==> src/rtl/urv_dm_ahb_bridge.sv <==
// urv_dm_ahb_bridge: turns uRV data-memory requests into single AHB-Lite
// master transfers, one outstanding at a time. Completion, load data and
// bus errors go back to the core as one-cycle done/error pulses.
module urv_dm_ahb_bridge #(
    parameter logic [31:0] RESET_ADDR = 32'h0000_0000,
    parameter logic [3:0]  HPROT_VAL  = 4'b0011
) (
    input  logic        clk_i,
    input  logic        rst_n_i,
    // uRV data-memory port
    input  logic [31:0] dm_addr_i,
    input  logic [31:0] dm_data_s_i,
    input  logic [3:0]  dm_data_select_i,
    input  logic        dm_store_i,
    input  logic        dm_load_i,
    output logic        dm_ready_o,
    output logic [31:0] dm_data_l_o,
    output logic        dm_load_done_o,
    output logic        dm_store_done_o,
    output logic        dm_bus_err_o,
    // AHB-Lite master
    output logic [31:0] HADDR_O,
    output logic [1:0]  HTRANS_O,
    output logic [2:0]  HSIZE_O,
    output logic        HWRITE_O,
    output logic [31:0] HWDATA_O,
    output logic [2:0]  HBURST_O,
    output logic [3:0]  HPROT_O,
    output logic        HMASTLOCK_O,
    input  logic [31:0] HRDATA_I,
    input  logic        HREADY_I,
    input  logic        HRESP_I
);

    typedef enum logic [1:0] {
        ST_IDLE = 2'd0,
        ST_ADDR = 2'd1,
        ST_DATA = 2'd2,
        ST_RESP = 2'd3
    } state_t;

    localparam logic [1:0] HTRANS_IDLE   = 2'b00;
    localparam logic [1:0] HTRANS_NONSEQ = 2'b10;
    localparam logic [2:0] HSIZE_BYTE    = 3'b000;
    localparam logic [2:0] HSIZE_HALF    = 3'b001;
    localparam logic [2:0] HSIZE_WORD    = 3'b010;

    // Lane enables -> {HSIZE, HADDR[1:0]}; unrecognised patterns fall back to a word access.
    function automatic logic [4:0] lane_decode(input logic [3:0] sel);
        logic [4:0] r;
        case (sel)
            4'b1111: r = {HSIZE_WORD, 2'b00};
            4'b0011: r = {HSIZE_HALF, 2'b00};
            4'b1100: r = {HSIZE_HALF, 2'b10};
            4'b0001: r = {HSIZE_BYTE, 2'b00};
            4'b0010: r = {HSIZE_BYTE, 2'b01};
            4'b0100: r = {HSIZE_BYTE, 2'b10};
            4'b1000: r = {HSIZE_BYTE, 2'b11};
            default: r = {HSIZE_WORD, 2'b00};
        endcase
        return r;
    endfunction

    state_t      state_q, state_d;
    logic        ready_q, ready_d;
    logic        write_q, write_d;
    logic [31:0] wdata_q, wdata_d;
    logic [1:0]  htrans_q, htrans_d;
    logic [31:0] haddr_q, haddr_d;
    logic [2:0]  hsize_q, hsize_d;
    logic        hwrite_q, hwrite_d;
    logic [31:0] hwdata_q, hwdata_d;
    logic [31:0] data_l_q, data_l_d;
    logic        load_done_q, load_done_d;
    logic        store_done_q, store_done_d;
    logic        bus_err_q, bus_err_d;

    logic        accept;
    logic        complete;
    logic [4:0]  dec;
    logic        addr_lo_unused;

    // The core supplies byte addresses; the low bits come from the lane decode instead.
    assign addr_lo_unused = ^dm_addr_i[1:0];

    // Next-state and next-output computation; every output is taken from a flop.
    always_comb begin
        accept   = (state_q == ST_IDLE) && (dm_store_i || dm_load_i);
        complete = (state_q == ST_DATA) && HREADY_I;
        dec      = lane_decode(dm_data_select_i);

        state_d = state_q;
        case (state_q)
            ST_IDLE: if (accept)   state_d = ST_ADDR;
            ST_ADDR: if (HREADY_I) state_d = ST_DATA;
            ST_DATA: if (HREADY_I) state_d = ST_RESP;
            default:               state_d = ST_IDLE;
        endcase

        // Store has priority when both strobes are raised; the load is dropped.
        write_d = accept ? dm_store_i  : write_q;
        wdata_d = accept ? dm_data_s_i : wdata_q;

        ready_d  = (state_d == ST_IDLE);
        htrans_d = (state_d == ST_ADDR) ? HTRANS_NONSEQ : HTRANS_IDLE;

        // Address-phase signals are loaded on acceptance and held through address wait states.
        if (accept) begin
            haddr_d  = {dm_addr_i[31:2], dec[1:0]};
            hsize_d  = dec[4:2];
            hwrite_d = dm_store_i;
        end else if ((state_q == ST_ADDR) && !HREADY_I) begin
            haddr_d  = haddr_q;
            hsize_d  = hsize_q;
            hwrite_d = hwrite_q;
        end else begin
            haddr_d  = RESET_ADDR;
            hsize_d  = HSIZE_WORD;
            hwrite_d = 1'b0;
        end

        hwdata_d = ((state_d == ST_DATA) && write_q) ? wdata_q : hwdata_q;

        load_done_d  = complete && !write_q;
        store_done_d = complete && write_q;
        bus_err_d    = complete && HRESP_I;

        data_l_d = data_l_q;
        if (complete && !write_q) begin
            data_l_d = HRESP_I ? 32'h0 : HRDATA_I;
        end
    end

    // State and output registers; reset abandons any transfer in flight.
    always_ff @(posedge clk_i or negedge rst_n_i) begin
        if (!rst_n_i) begin
            state_q      <= ST_IDLE;
            ready_q      <= 1'b1;
            write_q      <= 1'b0;
            wdata_q      <= 32'h0;
            htrans_q     <= HTRANS_IDLE;
            haddr_q      <= RESET_ADDR;
            hsize_q      <= HSIZE_WORD;
            hwrite_q     <= 1'b0;
            hwdata_q     <= 32'h0;
            data_l_q     <= 32'h0;
            load_done_q  <= 1'b0;
            store_done_q <= 1'b0;
            bus_err_q    <= 1'b0;
        end else begin
            state_q      <= state_d;
            ready_q      <= ready_d;
            write_q      <= write_d;
            wdata_q      <= wdata_d;
            htrans_q     <= htrans_d;
            haddr_q      <= haddr_d;
            hsize_q      <= hsize_d;
            hwrite_q     <= hwrite_d;
            hwdata_q     <= hwdata_d;
            data_l_q     <= data_l_d;
            load_done_q  <= load_done_d;
            store_done_q <= store_done_d;
            bus_err_q    <= bus_err_d;
        end
    end

    assign dm_ready_o      = ready_q;
    assign dm_data_l_o     = data_l_q;
    assign dm_load_done_o  = load_done_q;
    assign dm_store_done_o = store_done_q;
    assign dm_bus_err_o    = bus_err_q;

    assign HADDR_O     = haddr_q;
    assign HTRANS_O    = htrans_q;
    assign HSIZE_O     = hsize_q;
    assign HWRITE_O    = hwrite_q;
    assign HWDATA_O    = hwdata_q;
    assign HBURST_O    = 3'b000;
    assign HPROT_O     = HPROT_VAL;
    assign HMASTLOCK_O = 1'b0;

endmodule

==> config.mk <==
export PLATFORM = sky130hd
export DESIGN_NAME = urv_dm_ahb_bridge
export DESIGN_NICKNAME = d
export VERILOG_FILES = /design/src/rtl/urv_dm_ahb_bridge.sv
export SDC_FILE = /design/constraint.sdc
export NUM_CORES = 1
export LEC_CHECK = 0
export CAP_MARGIN = 20
export CORE_UTILIZATION = 47
export DETAILED_ROUTE_END_ITERATION = 8
export PLACE_DENSITY = 0.92
export SYNTH_ARGS = -nofsm -noshare
export SYNTH_HDL_FRONTEND = slang
export SYNTH_SLANG_ARGS = --single-unit
==> constraint.sdc <==
create_clock -name clk_i -period 3.65 [get_ports clk_i]
set_input_delay 0.365 -clock clk_i [delete_from_list [all_inputs] [get_ports clk_i]]
set_output_delay 0.365 -clock clk_i [all_outputs]
set_load 0.005 [all_outputs]
* Word-level counts from Yosys, hierarchy flattened
Cells that the tools add are included.
** Word-level totals
- Input bits :: 106
- Register bits :: 141
- Output and inout bits :: 114
- Logic and storage cells :: 49
** Cells by class
- Mux-type cells :: 13
- Equality and inequality tests :: 11
- Reductions and logical operators :: 12
** Operator list (number)
- $mux 32 :: 3
- $pmux 4 s6 :: 1
- $eq 4x2->1 const B :: 2
- $eq 4x4->1 const B :: 2
- $mux 2 :: 4
- $logic_and 1x1->1 :: 7
- $mux 3 :: 2
- $pmux 2 s3 :: 1
- $eq 2x1->1 const B :: 2
- $eq 2x2->1 const B :: 2
- $eq 4x1->1 const B :: 1
- $eq 4x3->1 const B :: 1
- $logic_not 2->1 :: 2
- $logic_not 1->1 :: 2
- $mux 1 :: 2
- $ne 2x2->1 const B :: 1
- $logic_or 1x1->1 :: 1

* Depth between registers and ports, before layout
- Word-level depth :: 6
- Gate-level depth with buffers :: 6
- Gate-level depth less buffers :: 3

* Least setup slack after synthesis
No wires, ideal clock.
- Path kind :: input to register
- Start :: input HREADY_I
- End :: register hwdata_q[10] (netlist: HWDATA_O[10])
- Required time :: 3.525 ns
- Setup slack :: 2.067 ns
- Buffers on the path :: 2
- Library setup time :: 0.125 ns
- Stages on the path :: 5
- Arrival :: 1.458 ns
- Path through :: buf_6 > and4bb_4 > a31oi_4 > buf_12 > mux2_4
** Between the ends
- Word-level cells in the longest chain between the ends :: 4
- Elaborated cells between the ends (all ways) :: 5
- Those cells by class :: eq/ne (1); mux (3); reduce/logical (1)
** RTL lines
- start, declared :: line 31 : input logic HREADY_I,
- $mux 2 (on tied branches) :: line 96, 95
- $pmux 2 s3 * :: line 93 : case (state_q)
- $eq 2x2->1 * :: line 122 : hwdata_d = ((state_d == ST_DATA) && write_q) ? wdata_q : hwdata_q;
- $logic_and 1x1->1 * :: line 122
- end signal, assigned :: line 159 : hwdata_q <= hwdata_d;
- end, declared :: line 72 : logic [31:0] hwdata_q, hwdata_d;
Every way passes the cells marked *; elsewhere a longest branch is shown, timed or not.
A chain may end at the register's enable or synchronous reset.

* Worst setup path in the final report
- Start :: input HREADY_I
- End :: register hwdata_q[0] (netlist: HWDATA_O[0])
Same word-level chain as after synthesis.

==> run_results.csv <==
group,metric,value,unit
sta,finalHoldViolCount,21,
synth,synth_most_common_cell,"dfrtp_1",
route,route.detailed.drc,0,
synth,synth_seq_cells,139,
sta,slew_viol_final,0,
synth,synth_area_leader_cell,"dfrtp_1",
setup_path,slowest_delay,710,ps
floorplanning,initial_core_util,48.6,%
synth,yosys-top-cells-area,"dfrtp_1 (62%), mux2_4 (8.1%), a22o_1 (4.9%)",
route,drtIter0Drc,190,
floorplanning,design.core.area,0.0115,mm2
synth,yosys-top-cells-count,"dfrtp_1 (137), nand2_1 (37), nand2b_1 (33)",
setup_path,crit_fanout,32,
sta,period_minus_slack,2160,ps
clock_network,clkLatencyLatePin,410,ps
synth,syn_area,0.00557,mm2
sta,finalSetupViolations,0,
finish,areaGrowthSynthToFinish,47.6,%
synth,avgSynthCellArea,13.9,um2
floorplanning,io_pins,220,
route,routedWlPerCell,16.6,um
outcome,violations,"negative hold slack",
route,vias_per_cell,5.06,
outcome,status,"complete, but fails checks",
sta,period_share,59.1,%
clock_network,postCtsHoldBufs,0,
setup_path,crit_type,"input port to register",
route,drt_wl_total,12700,um
setup_path,critPathLaunchType,"input port",
sta,timing.hold.ws,-26.5,ps
finish,fillers,776,
clock_network,ctsResizeCount,0,
global_routing,grt_max_degree,83,
floorplanning,die_h,111,um
global_routing,overflow,0,
global_routing,grtUsageTotal,21.5,%
placed_design,placed_area,0.00767,mm2
clock_network,cts_max_level,4,
synth,ys_warn_count,0,
sta,max_slew_margin,43.8,%
synth,synth_cells,401,
floorplanning,die-area,0.0123,mm2
synth,synth_top_area_share,61.5,%
setup_path,critPathRequiredTime,3930,ps
floorplanning,rows,39,
route,first_pass_iters,4,
synth,ys_types,37,
global_routing,grt_pass1_wl,20600,um
global_routing,grt_pass1_vias,4175,
synth,synth_edf_count,0,
power,power_leakage,3.67,nW
setup_path,cp_slowest_cell,"clkdlybuf4s50_1",
hold_path,hold_class,"input port to async pin",
setup_path,critical-path-top-delay-family,"buffers and inverters",
route,num_vias,3863,
setup_path,cp_cell_sequence,"clkdlybuf4s50_1 > and4bb_4 > a31oi_4 > buf_4 > mux2_2",
placed_design,gp_congestion,0.799,
power,power_density,800,mW/mm2
global_routing,antenna_found_initial,0,
finish,drive_gt1_share,15.8,%
run,maxCapViolCount,0,
sta,worst_pin_slew,840,ps
placed_design,hpwl,8770,um
placed_design,dp_slack,1070,ps
setup_path,crit_buf_inv,2,
clock_network,cts_sinks,139,
finish,fin_nets,713,
clock_network,clkTransAtPathRegs,60,ps
placed_design,io_buffer_count,207,
finish,num_antenna_cells,0,
clock_network,postCtsSetupBuffers,0,
clock_network,numCtsBuffers,17,
sta,rsz0062_at_grt,"no",
route,ant_nets,0,
power,vdd_drop_max,0.642,mV
sta,layout_setup_ws,1490,ps
clock_network,ctsLongestPathBuffers,2,
synth,synthFlopType,"dfrtp_1",
sta,fmax,0.464,GHz
synth,ys_async_sr_fraction,100,%
finish,final_area,0.00822,mm2
sta,finClkSkew,8.72,ps
clock_network,cts-root-buf,"clkbuf_16",
sta,setup_tns,0,ps
floorplanning,die_w,111,um
setup_path,end_kind,"register",
synth,ys_seq_area_share,62.5,%
clock_network,cts_tree,"built",
setup_path,cp.arrival,2440,ps
-- worst reg2reg max path: stages (launching register included) --
cell	delay (ps)
dfrtp_1	470
nor2_1	230
o21a_2	590
buf_12	310
mux2_2	360
-- state kept, by name (all words and copies together), names as in the netlist --
name             cells
wdata_q             32
dm_data_l_o         32
HSIZE_O              2
write_q              1
dm_ready_o           1
dm_store_done_o      1
dm_load_done_o       1
HTRANS_O             1
HADDR_O             32
state_q              2
dm_bus_err_o         1
HWDATA_O            32
HWRITE_O             1
-- cell usage in the layout (no fill, tap or decap), drive strengths merged, types with 2 or more instances in the layout --
master	count
clkbuf	23
mux2	64
dfstp	2
a21oi	2
a22o	31
nor2	3
o21ai	34
buf	7
clkinv	8
dfrtp	137
clkdlybuf4s50	206
and3	2
conb	10
a31oi	2
nor2b	2
inv	2
nand2	37
o41ai	2
nand2b	33
-- report_power, final --
group | internal, W | switching [W]
sequential | 0.00221 | 0.000379
clock | 0.000981 | 0.000600
combinational | 0.00160 | 0.000811
-- cell families (layout without fill, tap and decap cells) --
family	after synthesis	after routing	share of synthesized area, %
AOI/OAI and AO/OA	74	74	9.32
xor gates and xnor gates	2	2	0.315
buffers and inverters	36	247	4.65
DFF	139	139	62.5
muxes	64	64	15.0
other	2	10	0.135
and+or+nand+nor	84	84	8.13
-- metal layers --
| metal | part of all wire [%] | GRT usage, % | vias up | wire, um |
|---|---|---|---|---|
| met2 | 50 | 35.8 | 145 | 6360 |
| met3 | 7.3 | 8.20 | 21 | 920 |
| li1 | - | - | 1779 | - |
| met4 | 2.1 | 8.27 | 0 | 261 |
| met5 | 0 | 0 | - | 0 |
| met1 | 41 | 25.1 | 1918 | 5140 |
-- final timing paths --
path	startpoint	endpoint	slack [ps]	cells past startpoint
setup / recovery	HREADY_I	HWDATA_O[0]	1490	5
hold / removal	rst_n_i	wdata_q[8]	-30	1
setup reg to reg	state_q[1]	wdata_q[23]	1570	4
hold reg to reg	HADDR_O[0]	HADDR_O[0]	480	2
max in group asynchronous	rst_n_i	dm_ready_o	2730	2
min in group clk_i	HADDR_O[0]	HADDR_O[0]	480	2
-- stage by stage --
stage	instances	total power, W	hold WS (ps)	utilization (%)
after floorplan	409	0.00377	69.4	-
after global placement	731	0.00491	443	66.9
after detailed placement	731	0.00503	456	66.9
after CTS	763	0.00664	25.8	71.7
after global routing	763	0.00692	33.1	71.7
final	763	0.00657	-26.5	71.7
-- final cells by class --
| type | count | area [um2] | share of cell area [%] |
|---|---|---|---|
| clock buffer | 23 | 478 | 5.82 |
| clock inverter | 9 | 70.1 | 0.852 |
| inverter | 2 | 7.51 | 0.0913 |
| multi-input combinational | 234 | 1870 | 22.8 |
| sequential | 139 | 3480 | 42.4 |
| tap | 143 | 179 | 2.18 |
| timing repair buffer | 213 | 2130 | 25.9 |
No activity file was read; power rests on OpenSTA's default activity.
